File: src/rtl/sad_min_search.sv
// sad_min_search: pipelined, handshaked minimum-SAD search over N_ROW rows of N_COL candidates
module sad_min_search #(
    parameter int SAD_W = 12,
    parameter int N_COL = 16,
    parameter int N_ROW = 16,
    parameter int COL_W = $clog2(N_COL),
    parameter int ROW_W = $clog2(N_ROW)
) (
    input  logic                   clk,
    input  logic                   rst_n,
    input  logic                   start,
    input  logic                   abort,
    input  logic                   in_valid,
    output logic                   in_ready,
    input  logic [ROW_W-1:0]       in_row,
    input  logic [N_COL*SAD_W-1:0] in_sad,
    output logic                   out_valid,
    input  logic                   out_ready,
    output logic [SAD_W-1:0]       out_sad,
    output logic [COL_W-1:0]       out_mvx,
    output logic [ROW_W-1:0]       out_mvy,
    output logic                   busy
);
    typedef enum logic [1:0] {IDLE, SCAN, DRAIN, DONE} state_t;

    state_t           state, state_nx;
    logic [ROW_W-1:0] cnt;
    logic             first;
    logic             s1_valid;
    logic [SAD_W-1:0] s1_min, best_sad, row_min;
    logic [COL_W-1:0] s1_col, best_col, row_col;
    logic [ROW_W-1:0] s1_row, best_row;
    logic             accept;
    logic             last;
    logic             launch;

    assign accept = in_valid && in_ready && !abort;
    assign last   = cnt == ROW_W'(N_ROW - 1);
    assign launch = state == IDLE && state_nx == SCAN;
    assign busy   = state != IDLE;

    // Row minimum; strict less-than keeps the lowest column on ties
    always_comb begin
        row_min = in_sad[SAD_W-1:0];
        row_col = '0;
        for (int c = 1; c < N_COL; c++) begin
            if (in_sad[c*SAD_W +: SAD_W] < row_min) begin
                row_min = in_sad[c*SAD_W +: SAD_W];
                row_col = COL_W'(c);
            end
        end
    end

    // Next-state logic; abort overrides every other transition
    always_comb begin
        state_nx = state;
        case (state)
            IDLE:    state_nx = start ? SCAN : IDLE;
            SCAN:    state_nx = (accept && last) ? DRAIN : SCAN;
            DRAIN:   state_nx = s1_valid ? DRAIN : DONE;
            DONE:    state_nx = (out_valid && out_ready) ? IDLE : DONE;
            default: state_nx = IDLE;
        endcase
        if (abort) state_nx = IDLE;
    end

    // State register
    always_ff @(posedge clk or negedge rst_n) begin
        if (!rst_n) state <= IDLE;
        else        state <= state_nx;
    end

    // Registered handshake flags and row counter
    always_ff @(posedge clk or negedge rst_n) begin
        if (!rst_n) begin
            in_ready  <= 1'b0;
            out_valid <= 1'b0;
            cnt       <= '0;
            first     <= 1'b0;
        end else begin
            in_ready  <= state_nx == SCAN;
            out_valid <= state_nx == DONE;
            cnt       <= launch ? '0 : accept ? cnt + 1'b1 : cnt;
            first     <= launch ? 1'b1 : s1_valid ? 1'b0 : first;
        end
    end

    // Stage 1 captures the row minimum on each accepted row
    always_ff @(posedge clk or negedge rst_n) begin
        if (!rst_n) begin
            s1_valid <= 1'b0;
            s1_min   <= '0;
            s1_col   <= '0;
            s1_row   <= '0;
        end else begin
            s1_valid <= accept;
            if (accept) begin
                s1_min <= row_min;
                s1_col <= row_col;
                s1_row <= in_row;
            end
        end
    end

    // Stage 2 folds rows into the running best; first row is force-loaded, later ties keep the earlier row
    always_ff @(posedge clk or negedge rst_n) begin
        if (!rst_n) begin
            best_sad <= '0;
            best_col <= '0;
            best_row <= '0;
        end else if (s1_valid && !abort && (first || s1_min < best_sad)) begin
            best_sad <= s1_min;
            best_col <= s1_col;
            best_row <= s1_row;
        end
    end

    // Result registers load once on entry to DONE and survive an abort
    always_ff @(posedge clk or negedge rst_n) begin
        if (!rst_n) begin
            out_sad <= '0;
            out_mvx <= '0;
            out_mvy <= '0;
        end else if (state == DRAIN && state_nx == DONE) begin
            out_sad <= best_sad;
            out_mvx <= best_col;
            out_mvy <= best_row;
        end
    end
endmodule

File: config.mk
export PLATFORM = sky130hd
export DESIGN_NAME = sad_min_search
export DESIGN_NICKNAME = d
export VERILOG_FILES = /design/src/rtl/sad_min_search.sv
export SDC_FILE = /design/constraint.sdc
export NUM_CORES = 1
export LEC_CHECK = 0
export ABC_AREA = 1
export BUFFER_PORTS_ARGS = -buffer_cell sky130_fd_sc_hd__buf_2
export CAP_MARGIN = 20
export CORE_AREA = 2 2 157 159
export CTS_BUF_LIST = sky130_fd_sc_hd__clkbuf_4 sky130_fd_sc_hd__clkbuf_8
export DETAILED_ROUTE_END_ITERATION = 16
export DIE_AREA = 0 0 159 161
export PLACE_DENSITY_LB_ADDON = 0.15
export SYNTH_ARGS = -nofsm -noshare
export SYNTH_HDL_FRONTEND = slang
export SYNTH_SLANG_ARGS = --single-unit
export TNS_END_PERCENT = 1
File: constraint.sdc
create_clock -name clk -period 3.3 [get_ports clk]
set_input_delay 0.165 -clock clk [delete_from_list [all_inputs] [get_ports clk]]
set_output_delay 0.165 -clock clk [all_outputs]
set_load 0.005 [all_outputs]
=== Word level (Yosys, flattened, before mapping) ===
Index checks and enable logic that the tools add are counted.

* $add $sub $neg: 1
* $lt $le $gt $ge: 16
* Equal/unequal tests: 6
* Mux-type cells: 40
* Reductions and logical operators: 14

{| class="wikitable"
|+ Operators with widths
! kind !! count
|-
| less-than comparator 12 bit || 16
|-
| 2-to-1 mux 12 bit || 15
|-
| 2-to-1 mux 4 bit || 14
|-
| 2-to-1 mux 2 bit || 5
|-
| logical AND 1 bit || 8
|-
| one-hot mux 2 bit (4 select lines) || 1
|-
| == test 2 bit (second input constant) || 3
|-
| nonzero test 2 bit || 3
|-
| 2-to-1 mux 1 bit || 5
|-
| adder 4 x 1 -> 4 bit (second input constant) || 1
|-
| == test 2 x 1 -> 1 bit (second input constant) || 2
|-
| == test 4 bit (second input constant) || 1
|-
| logical NOT 2 bit || 1
|-
| logical NOT 1 bit || 1
|-
| logical OR 1 bit || 1
|}

* Flip-flop bits (word level): 70
* Output and inout bits: 23

=== Longest topological paths before layout ===
* Depth in word-level cells: 30
* Depth in mapped cells: 152

=== Worst setup path after synthesis ===
No wires, ideal clock.

* Path kind: input to register
* Start: input port in_sad[11]
* End: register s1_min[10]
* Setup time: 0.115 ns
* Arrival time: 20.853 ns
* Required time: 3.185 ns
* Setup slack: -17.669 ns
* Stages on the path: 115
* Path buffers: 15
* Cell sequence: inv_1 ha_1 nand2_1 nor2_1 nand2_1 nor2_2 nor2_4 nand2_2 clkbuf_1 nand2_1 o21ai_0 ha_1 a21oi_1 nor2_1 a211oi_1 nand3_4 buf_2 o21ai_0 [... 79 more ...] o21ai_0 ha_1 a21oi_1 nor2_1 a211oi_1 o221a_2 nand2_2 buf_2 o21ai_0 ha_1 nand2_1 nor2_1 a211oi_1 o221a_2 buf_4 nand3_1 nand3_2 nand2_2

* Longest elaborated chain between the ends: 30

{| class="wikitable"
|+ RTL lines
! element !! line !! source
|-
| from (decl) || 16 || <nowiki>input logic [N_COL*SAD_W-1:0] in_sad,</nowiki>
|-
| less-than comparator 12 bit || 47 || <nowiki>if (in_sad[c*SAD_W +: SAD_W] < row_min) begin</nowiki>
|-
| 2-to-1 mux 12 bit * || 47 ||
|-
| less-than comparator 12 bit || 47 ||
|-
| 2-to-1 mux 12 bit * || 47 ||
|-
| less-than comparator 12 bit || 47 ||
|-
| 2-to-1 mux 12 bit * || 47 ||
|-
| less-than comparator 12 bit || 47 ||
|-
| 2-to-1 mux 12 bit * || 47 ||
|-
| [... 14 more ...] || n/a ||
|-
| less-than comparator 12 bit || 47 ||
|-
| 2-to-1 mux 12 bit * || 47 ||
|-
| less-than comparator 12 bit || 47 ||
|-
| 2-to-1 mux 12 bit * || 47 ||
|-
| less-than comparator 12 bit || 47 ||
|-
| 2-to-1 mux 12 bit * || 47 ||
|-
| less-than comparator 12 bit || 47 ||
|-
| 2-to-1 mux 12 bit * || 47 ||
|-
| to (signal assigned) || 98 || <nowiki>s1_min <= row_min;</nowiki>
|-
| to (decl) || 30 || <nowiki>logic [SAD_W-1:0] s1_min, best_sad, row_min;</nowiki>
|}

Mark *: on every way between the ends. The rest lies on a longest branch, timed or not.
A chain may end at the register's enable or synchronous reset.

=== Final worst setup path ===
* Start: input port in_sad[10]
* End: register s1_min[2]

The elaborated chain is that of the path after synthesis.

==> impl_summary.log <==
[metrics] run status: finished, violations left
[metrics] violated checks: negative setup slack
[metrics] final cell count without fillers: 2375
[metrics] sequential cell area fraction in the yosys report: 18.5%
[metrics] Synth Area in Compound Gates: 15.4%
[metrics] worst-case setup slack after placement: -16620 ps
[metrics] total I/O pin count: 225
[metrics] setup total negative slack: -234300 ps
[metrics] netlist area before placement: 9470 um^2
[metrics] min setup slack post-route: -14660 ps
[metrics] Die H: 161 um
[metrics] fill cell instance count of the final layout: 2103
[metrics] share of the clock period used by the worst path after layout: 544%
[metrics] Critical-path top delay cell: sky130_fd_sc_hd__a211oi_4
[metrics] final estimated routing congestion in global placement: 0.929
[metrics] clock tree from TritonCTS: yes
[metrics] fin nets: 2412
[metrics] Hold Crit Start: abort
[metrics] core outline area: 24000 um^2
[metrics] worst reg2reg path startpoint: s1_min[1]
[metrics] mean post-synth cell area: 6.67 um^2
[metrics] placed instance area: 13400 um^2
[metrics] Final setup violation count: 16
[metrics] post-synthesis mux area share: 0.595%
[metrics] simple-gate share of the synthesized area: 34.5%
[metrics] DRC viols: 0
[metrics] Worst Max-Slew Pin Slew: 889 ps
[metrics] Crit path largest cell delay: 360 ps
[metrics] clock tree sinks: 70
[metrics] warning count from the yosys run: 0
[metrics] WL/cell: 14.5 um
[metrics] arrival time at the worst endpoint: 18200 ps
[metrics] largest cells by area after synthesis: sky130_fd_sc_hd__ha_1 (22%), sky130_fd_sc_hd__dfrtp_1 (19%), sky130_fd_sc_hd__nand2_1 (17%)
[metrics] number of input and output port buffers inserted: 224
[metrics] detailed placement HPWL: 26100 um
[metrics] Required @ worst endpoint: 3540 ps
[metrics] endpoint type of the worst setup path: flip-flop
[metrics] Area Growth Syn to Fin: 66.4%
[metrics] library cells used by synthesis: 40
[metrics] Die X: 159 um
[metrics] grt ovf: 0
[metrics] Max Fanout on Critical Path: 8
[metrics] share of cells above drive strength 1: 46.5%
[metrics] Worst Skew: 9.53 ps
[metrics] pin count of the biggest net entering global routing: 42
[metrics] full die area: 25600 um^2
[metrics] via count: 12000
[metrics] number of placement rows: 57
[metrics] Post-synth ARST share: 100%
[metrics] CP dominant cell by count: sky130_fd_sc_hd__nand2_2
[metrics] worst min-delay path category: in2reg
[metrics] cell count after synthesis: 1420
[metrics] XOR/XNOR Fraction of Synth Area: 0.185%
[metrics] total global routing track utilization: 24.6%
[metrics] Inst Count DP: 2261
[metrics] Critical Path Source Type: primary input
[metrics] starting density of the core: 39.5%
[metrics] min cycle time layout: 17960 ps
[metrics] number of nets in the synthesized netlist: 1787
[metrics] source-to-sink clock delay at the later pin of the worst-skew pair: 340 ps
[metrics] Routed WL: 34400 um
[metrics] Vias/cell: 5.04
[metrics] via count of the first global-routing pass: 11300
[metrics] #FFs+latches synth: 70
[metrics] setup repair after global routing missed its margin: true
[metrics] global-route wire length before repair: 53000 um
[metrics] headroom to the max-slew limit: 40.7%
[metrics] CP Class: in2reg
[metrics] Maximum Capacitance Violations: 0
[metrics] maximum clock frequency: 55.7 MHz
[metrics] number of antenna violations at the first check in global routing: 2
[metrics] number of flops mapped to enable cells by yosys: 0
[metrics] most common cell in the netlist: sky130_fd_sc_hd__nand2_1
[metrics] fin. max-slew vios: 0
[metrics] dominant cell type by area after synthesis: sky130_fd_sc_hd__ha_1
[metrics] total clock buffers created by CTS: 9
[metrics] share of the synthesized area in the top cell type: 21.8%
[metrics] total count of hold-check failures in the final report: 0
[metrics] top post-synthesis cells by count: sky130_fd_sc_hd__nand2_1 (433), sky130_fd_sc_hd__o21ai_0 (167), sky130_fd_sc_hd__ha_1 (165), sky130_fd_sc_hd__inv_1 (151), sky130_fd_sc_hd__nand3_1 (102)
[metrics] initial DRC count: 630
[metrics] clock-pin slew on the worst setup and hold paths: 70 ps
[metrics] H-Tree Depth: 3
[metrics] share of synthesized cell area in full adder, half adder and majority cells: 21.8%
[metrics] final cell area excluding filler cells: 15700 um^2
[metrics] Antenna Violating Nets Remaining: 0
[metrics] Longest Clk Path Bufs: 2
[metrics] top_reg_cell synth: sky130_fd_sc_hd__dfrtp_1
[metrics] main combinational cell family by area after synthesis: simple AND/OR/NAND/NOR gates
[metrics] timing startpoint of the critical path: in_sad[10]
[metrics] iteration count of the initial detailed-routing pass: 5
[metrics] clock root buffer: sky130_fd_sc_hd__clkbuf_8
-- cells in the final DEF, fill, tap and decap left out, types with 3 or more instances in the layout --
master	Yosys	layout
sky130_fd_sc_hd__nand2_4	2	22
sky130_fd_sc_hd__o21ai_1	3	51
sky130_fd_sc_hd__inv_1	151	150
sky130_fd_sc_hd__buf_4	13	380
sky130_fd_sc_hd__nand4_1	51	51
sky130_fd_sc_hd__ha_2	0	3
sky130_fd_sc_hd__nor2_1	68	43
sky130_fd_sc_hd__nor2_2	2	20
sky130_fd_sc_hd__buf_12	0	5
sky130_fd_sc_hd__mux2_2	5	5
sky130_fd_sc_hd__a211oi_2	0	12
sky130_fd_sc_hd__a21oi_2	0	18
sky130_fd_sc_hd__clkbuf_8	0	10
sky130_fd_sc_hd__dfrtp_1	70	70
sky130_fd_sc_hd__ha_4	0	25
sky130_fd_sc_hd__nand2_1	433	384
sky130_fd_sc_hd__a21o_1	14	14
sky130_fd_sc_hd__o21ai_2	0	65
sky130_fd_sc_hd__nand3_4	11	30
sky130_fd_sc_hd__nand2_2	33	63
sky130_fd_sc_hd__nor2_4	1	8
sky130_fd_sc_hd__a21oi_1	57	39
sky130_fd_sc_hd__bufinv_16	0	3
sky130_fd_sc_hd__ha_1	165	137
sky130_fd_sc_hd__buf_6	5	16
sky130_fd_sc_hd__o21ai_4	0	6
sky130_fd_sc_hd__buf_2	10	224
sky130_fd_sc_hd__o21ai_0	167	48
sky130_fd_sc_hd__nand3_2	7	20
sky130_fd_sc_hd__nand3_1	102	95
-- per-stage QoR --
| step | hold WS, ps | utilization, % |
|---|---|---|
| after floorplan | -131 | - |
| after global placement | 329 | 55.7 |
| after detailed placement | 336 | 55.7 |
| after CTS | 25.0 | 60.9 |
| after global routing | 47.2 | 65.7 |
| final | 48.3 | 65.7 |
-- per-layer routing --
layer	vias up	global-route usage (%)	routed length [um]
met5	-	0	13
met4	2	6.82	956
met3	75	2.67	1600
met2	340	43.2	16600
met1	5433	32.1	15200
li1	6117	-	-
-- flip-flops by register name (all words and copies together), names as in the netlist --
signal     cells
cnt            4
s1_valid       1
out_sad       12
out_mvx        4
in_ready       1
best_row       4
s1_col         4
best_sad      12
out_valid      1
first          1
s1_min        12
out_mvy        4
s1_row         4
state          2
best_col       4
-- cells by family (layout without fill, tap and decap cells) --
kind of cell             count (synthesis)  count (layout)
multiplexers                             5               5
AND/OR/NAND/NOR                        717             745
AO/OA/AOI/OAI                          266             266
adder cells (fa/ha/maj)                165             165
flip-flops                              70              70
XOR/XNOR                                 2               2
buffers and inverters                  195             797
other                                    0               1
-- worst max-delay path: cells and delay by family --
family,cells,cell delay (ps)
adders and majority gates,15,4070
AOI/OAI and AO/OA,34,4870
buffers and inverters,17,2620
and+or+nand+nor,64,6400
-- worst paths after layout --
| kind | endpoint | slack (ps) | cells after the start |
|---|---|---|---|
| worst max-delay path | s1_min[2] | -14660 | 130 |
| worst min-delay path | state[1] | 50 | 2 |
| worst max register to register | best_sad[3] | 760 | 13 |
| worst min register to register | first | 460 | 1 |
| max in group asynchronous | cnt[1] | 2070 | 3 |
| min in group asynchronous | in_ready | 480 | 2 |
-- area by class of cell --
class | count | area (um^2) | area share [%]
diodes | 1 | 2.50 | 0.0159
clock buffers | 10 | 138 | 0.874
clock inverters | 6 | 109 | 0.691
inverters | 153 | 574 | 3.65
multi-input cells | 1183 | 8460 | 53.7
flip-flops and latches | 70 | 1750 | 11.1
well taps | 324 | 405 | 2.57
repair buffers | 628 | 4300 | 27.3
-- repair_timing --
action                                  in CTS  in global routing
buffers inserted                            36                 31
pin swaps                                   93                117
endpoints found under the hold margin       39                  0
endpoints found under the setup margin      16                 16
gates resized for setup                    179                187
gates cloned                                21                  8
hold buffers                                 1                  0
Power is not shown: default switching activity piles up to over one toggle a cycle in this logic, so the estimate is an artifact.
